<file path="src/rtl/ir_fetch_unit.sv">
// ir_fetch_unit: instruction fetch and instruction register (IR) stage of the multicycle CPU.
//
// A fetch_start pulse in IDLE issues one word read at the word-aligned pc_in over a
// mem_req/mem_ack handshake. The returned word is latched into the IR. The IR holds its
// value between fetches, so later controller states see a stable instruction. Decoded
// fields are plain slices of the IR; Imm_16 feeds the 16-to-32 sign extender.
//
// Build option:
//   FETCH_TIMEOUT_EN - when defined, a fetch aborts after WAIT_MAX cycles of mem_req with
//                      no mem_ack. The abort raises the sticky fetch_err flag. When
//                      undefined, REQ waits indefinitely and fetch_err is tied to 0.
//
// Parameters:
//   PC_WIDTH    - width of pc_in and mem_addr
//   WAIT_MAX    - number of mem_req cycles before a timeout (FETCH_TIMEOUT_EN only, >= 1)
//
// Ports:
//   clk, rst    - clock; synchronous active-high reset
//   fetch_start - one-cycle fetch request from the controller; pc_in is sampled with it
//   mem_req     - memory read request, held with mem_addr until ack or abort
//   mem_addr    - word-aligned fetch address
//   mem_ack     - memory data valid; mem_rdata carries the instruction word
//   busy        - fetch in progress
//   ir_valid    - one-cycle pulse, coincident with new IR contents
//   fetch_err   - sticky timeout flag
//   inst        - IR contents
//   opcode, rs, rt, rd, shamt, funct, Imm_16, target - decoded IR fields

module ir_fetch_unit #(
    parameter int unsigned PC_WIDTH = 32,
    parameter int unsigned WAIT_MAX = 8
) (
    input  logic                clk,
    input  logic                rst,
    input  logic                fetch_start,
    input  logic [PC_WIDTH-1:0] pc_in,
    output logic                mem_req,
    output logic [PC_WIDTH-1:0] mem_addr,
    input  logic                mem_ack,
    input  logic [31:0]         mem_rdata,
    output logic                busy,
    output logic                ir_valid,
    output logic                fetch_err,
    output logic [31:0]         inst,
    output logic [5:0]          opcode,
    output logic [4:0]          rs,
    output logic [4:0]          rt,
    output logic [4:0]          rd,
    output logic [4:0]          shamt,
    output logic [5:0]          funct,
    output logic [15:0]         Imm_16,
    output logic [25:0]         target
);

    typedef enum logic [0:0] {StIdle, StReq} state_e;

    state_e              state_q, state_d;
    logic                mem_req_q, mem_req_d;
    logic [PC_WIDTH-1:0] mem_addr_q, mem_addr_d;
    logic                busy_q, busy_d;
    logic                ir_valid_q, ir_valid_d;
    logic [31:0]         ir_q, ir_d;

`ifdef FETCH_TIMEOUT_EN
    localparam int unsigned CntW = (WAIT_MAX > 1) ? $clog2(WAIT_MAX) : 1;
    localparam logic [CntW-1:0] WaitLast = CntW'(WAIT_MAX - 1);

    logic [CntW-1:0] wait_cnt_q, wait_cnt_d;
    logic            fetch_err_q, fetch_err_d;
`endif

    always_comb begin
        state_d    = state_q;
        mem_req_d  = mem_req_q;
        mem_addr_d = mem_addr_q;
        busy_d     = busy_q;
        ir_d       = ir_q;
        // ir_valid is a pulse: low unless this edge loads the IR.
        ir_valid_d = 1'b0;
`ifdef FETCH_TIMEOUT_EN
        wait_cnt_d  = wait_cnt_q;
        fetch_err_d = fetch_err_q;
`endif

        case (state_q)
            StIdle: begin
                // A stray mem_ack here is ignored; mem_rdata is not sampled.
                if (fetch_start) begin
                    mem_addr_d      = pc_in;
                    mem_addr_d[1:0] = 2'b00;
                    mem_req_d       = 1'b1;
                    busy_d          = 1'b1;
                    state_d         = StReq;
`ifdef FETCH_TIMEOUT_EN
                    wait_cnt_d  = '0;
                    fetch_err_d = 1'b0;
`endif
                end
            end

            StReq: begin
                // fetch_start is ignored while busy, including on the ack edge.
                if (mem_ack) begin
                    ir_d       = mem_rdata;
                    ir_valid_d = 1'b1;
                    mem_req_d  = 1'b0;
                    busy_d     = 1'b0;
                    state_d    = StIdle;
`ifdef FETCH_TIMEOUT_EN
                end else if (wait_cnt_q == WaitLast) begin
                    // Timeout: the IR keeps its old value and there is no ir_valid pulse.
                    fetch_err_d = 1'b1;
                    mem_req_d   = 1'b0;
                    busy_d      = 1'b0;
                    state_d     = StIdle;
                end else begin
                    wait_cnt_d = wait_cnt_q + 1'b1;
`endif
                end
            end

            default: begin
                state_d = StIdle;
            end
        endcase
    end

    // Reset has priority, so a mem_ack on the reset edge is discarded.
    always_ff @(posedge clk) begin
        if (rst) begin
            state_q    <= StIdle;
            mem_req_q  <= 1'b0;
            mem_addr_q <= '0;
            busy_q     <= 1'b0;
            ir_valid_q <= 1'b0;
            ir_q       <= 32'h0000_0000;
        end else begin
            state_q    <= state_d;
            mem_req_q  <= mem_req_d;
            mem_addr_q <= mem_addr_d;
            busy_q     <= busy_d;
            ir_valid_q <= ir_valid_d;
            ir_q       <= ir_d;
        end
    end

`ifdef FETCH_TIMEOUT_EN
    always_ff @(posedge clk) begin
        if (rst) begin
            wait_cnt_q  <= '0;
            fetch_err_q <= 1'b0;
        end else begin
            wait_cnt_q  <= wait_cnt_d;
            fetch_err_q <= fetch_err_d;
        end
    end

    assign fetch_err = fetch_err_q;
`else
    assign fetch_err = 1'b0;
`endif

    assign mem_req  = mem_req_q;
    assign mem_addr = mem_addr_q;
    assign busy     = busy_q;
    assign ir_valid = ir_valid_q;

    // Field decode is purely combinational, so fields change only when the IR loads.
    assign inst   = ir_q;
    assign opcode = ir_q[31:26];
    assign rs     = ir_q[25:21];
    assign rt     = ir_q[20:16];
    assign rd     = ir_q[15:11];
    assign shamt  = ir_q[10:6];
    assign funct  = ir_q[5:0];
    assign Imm_16 = ir_q[15:0];
    assign target = ir_q[25:0];

endmodule

</file>
<file path="config.mk">
export PLATFORM = sky130hd
export DESIGN_NAME = ir_fetch_unit
export DESIGN_NICKNAME = d
export VERILOG_FILES = /design/src/rtl/ir_fetch_unit.sv
export SDC_FILE = /design/constraint.sdc
export NUM_CORES = 1
export LEC_CHECK = 0
export BUFFER_PORTS_ARGS = -buffer_cell sky130_fd_sc_hd__buf_2
export CAP_MARGIN = 25
export CORE_MARGIN = 5
export CORE_UTILIZATION = 45
export CTS_BUF_LIST = sky130_fd_sc_hd__clkbuf_8
export DETAILED_ROUTE_END_ITERATION = 16
export PLACE_DENSITY = 0.85
export SYNTH_ARGS = -nofsm -noshare
export SYNTH_HDL_FRONTEND = slang
export SYNTH_SLANG_ARGS = --single-unit
</file>
<file path="constraint.sdc">
create_clock -name clk -period 1.1 [get_ports clk]
set_input_delay 0.22 -clock clk [delete_from_list [all_inputs] [get_ports clk]]
set_output_delay 0.22 -clock clk [all_outputs]
set_load 0.05 [all_outputs]
</file>
==> results.toml <==
[worst_hold_path]
hold_path.class = "input pin to register"

[critical_path]
crit_fanout = 5
cpPeakStageDelay_ns = 0.39
critPathTopFamily = "flip-flops"
cp-start-kind = "register"
worst_setup_path_end_kind = "output pin"
path_buf_inv = 1
cp.required_ns = 0.88
cp_slowest_cell = "dfxtp_4"
worstPathCellList = "buf_4"
crit_arrival_ns = 0.93
critPathKind = "register to output pin"

[clock_tree]
cts_tree = "built"
clock_sinks = 65
htreeDepth = 3
numCtsBuffers = 9
clock_path_buffers = 2
worst_skew_pair.late_latency_ns = 0.33
cts_hold_buf = 0
cts.clk_slew.worst_paths_ns = 0.07
clock-root-buffer = "clkbuf_8"

[final_layout]
multi_input_area_um2 = 1480
fin_nets = 555
mostFrequentLayoutCells = "buf_8, buf_2, buf_6"
n_fill_cell = 493
area_delta_synth_final_pct = 60.4
regArea_um2 = 1460
fin_area_um2 = 5710
diodes = 0
final_common_cell = "buf_8"
drive_above_1_share = 0.661

[placement]
placed_area_um2 = 4140
dp_hpwl_um = 6210
port_buffers = 204
gp_congestion = 0.830
place_ws_ns = 0.0526

[grt]
grt_pass1_wl_um = 16900
gr-total-overflow = 0
track_usage = 0.211
antenna_found_initial = 0
grt_pass1_vias = 3166
grt_max_degree = 65

[floorplanning]
core_area_um2 = 7730
fp.dieH_um = 99.0
die_area_um2 = 9800
floorplan.initialDensity = 0.461
io_pins = 210
fp-row-count = 32
die_x_um = 99.0

[synthesis]
ys_seq_area_frac = 0.365
avgSynthCellArea_um2 = 9.60
synth_cells = 371
ys_types = 20
synth_area_um2 = 3560
yosysWarnings = 0
synth_seq_cells = 65

[pwr]
clkPwrFrac = 0.318
worst_ir_drop_vdd_v = 0.000703
switching_share = 0.331
internal_power_w = 0.00470
p_per_area_nw_per_um2 = 1230
switchingPower_w = 0.00233
power.leakage_nw = 2.35
p_seq_frac = 0.375
p_comb_frac = 0.307

[timing]
fmax_ghz = 0.872
finalMaxSlewViolations = 0
post-route-period-util = 1.04
fin_ws_ns = -0.0469
fin_setup_tns_ns = -0.981
fin_crit_ns = 1.15
hold_violations = 0
rsz0062_at_grt = "true"
setup_viol = 60
fin_worst_skew_ns = 0.00954

[routing]
wl_per_cell_um = 19.0
first_iter_violations = 104
wirelength_um = 11300
ant_nets = 0
firstDrtPassIters = 4
viasPerCell = 5.18
via_count = 3074
drc = 0

[run_status]
violations = "setup timing"
status = "finished, violations left"

[job]
cap_viol_max_count = 0
-- sequential cells by signal, indices dropped and copies added (netlist names) --
| register | flops |
|---|---|
| state_q | 1 |
| ir_valid | 1 |
| mem_addr | 30 |
| inst | 32 |
| busy | 1 |
-- cells by family after synthesis --
family | share of synthesized area
flip-flops | 0.365
other | 0.00105
buffers and inverters | 0.223
AO/OA/AOI/OAI | 0.210
AND/OR/NAND/NOR | 0.200
-- through the flow --
step           total power, W  std cells  utilization  hold slack [ns]
2_1_floorplan         0.00409        373            -            0.358
3_3_place_gp          0.00435        578        0.536            0.448
3_5_place_dp          0.00437        578        0.536            0.452
4_1_cts               0.00700        594        0.709            0.105
5_1_grt               0.00733        594        0.739            0.114
6_report              0.00703        594        0.739            0.129
-- worst paths after layout --
path                                                start                   endpoint  depth (start not counted)  slack (ns)
worst max-delay path                inst[10]$_SDFFE_PP0P_                   inst[10]                          1       -0.05
worst min-delay path                        mem_rdata[31]      inst[31]$_SDFFE_PP0P_                          3        0.13
worst max register to register         state_q$_SDFF_PP0_      inst[23]$_SDFFE_PP0P_                          3        0.08
worst min register to register  mem_addr[13]$_SDFFE_PP0P_  mem_addr[13]$_SDFFE_PP0P_                          2        0.47
-- routing by layer --
layer | track usage | up-vias | wire length, µm
met3 | 0.0793 | 17 | 1070
met1 | 0.236 | 1471 | 4140
met2 | 0.366 | 153 | 5880
met5 | 0 | - | 0
met4 | 0.0777 | 0 | 214
li1 | - | 1433 | -
-- power groups by stage --
stage          registers [W]  logic (W)  clock network (W)
2_1_floorplan        0.00304    0.00104                  0
3_3_place_gp         0.00263    0.00172                  0
3_5_place_dp         0.00263    0.00174                  0
4_1_cts              0.00261    0.00206            0.00233
5_1_grt              0.00266    0.00224            0.00244
6_report             0.00264    0.00216            0.00224
-- cell usage after synthesis (all sizes together) --
| cell type | instances | area share |
|---|---|---|
| clkbuf | 12 | 0.013 |
| buf | 100 | 0.21 |
| o21ba | 1 | 0.0028 |
| nand2b | 30 | 0.053 |
| o21ai | 30 | 0.042 |
| dfxtp | 65 | 0.37 |
| and2 | 1 | 0.0018 |
| conb | 1 | 0.0011 |
| a21bo | 32 | 0.090 |
| a21oi | 32 | 0.073 |
| nor3 | 1 | 0.0014 |
| nand3 | 32 | 0.045 |
| nand4bb | 30 | 0.095 |
| a21boi | 1 | 0.0021 |
| nor2 | 1 | 0.0011 |
| nor2b | 2 | 0.0035 |
-- what timing repair did --
| action | CTS | global route |
|---|---|---|
| gates resized for setup | 355 | 84 |
| setup buffers | 0 | 0 |
| endpoints found under the setup margin | 139 | 144 |
-- layout make-up --
type                       count  area share
multi-input combinational    196       0.258
clock inverter                 5      0.0125
tap                          102      0.0223
sequential                    65       0.256
clock buffer                  11      0.0265
timing repair buffer         215       0.424
No activity file was read; power rests on OpenSTA's default activity.
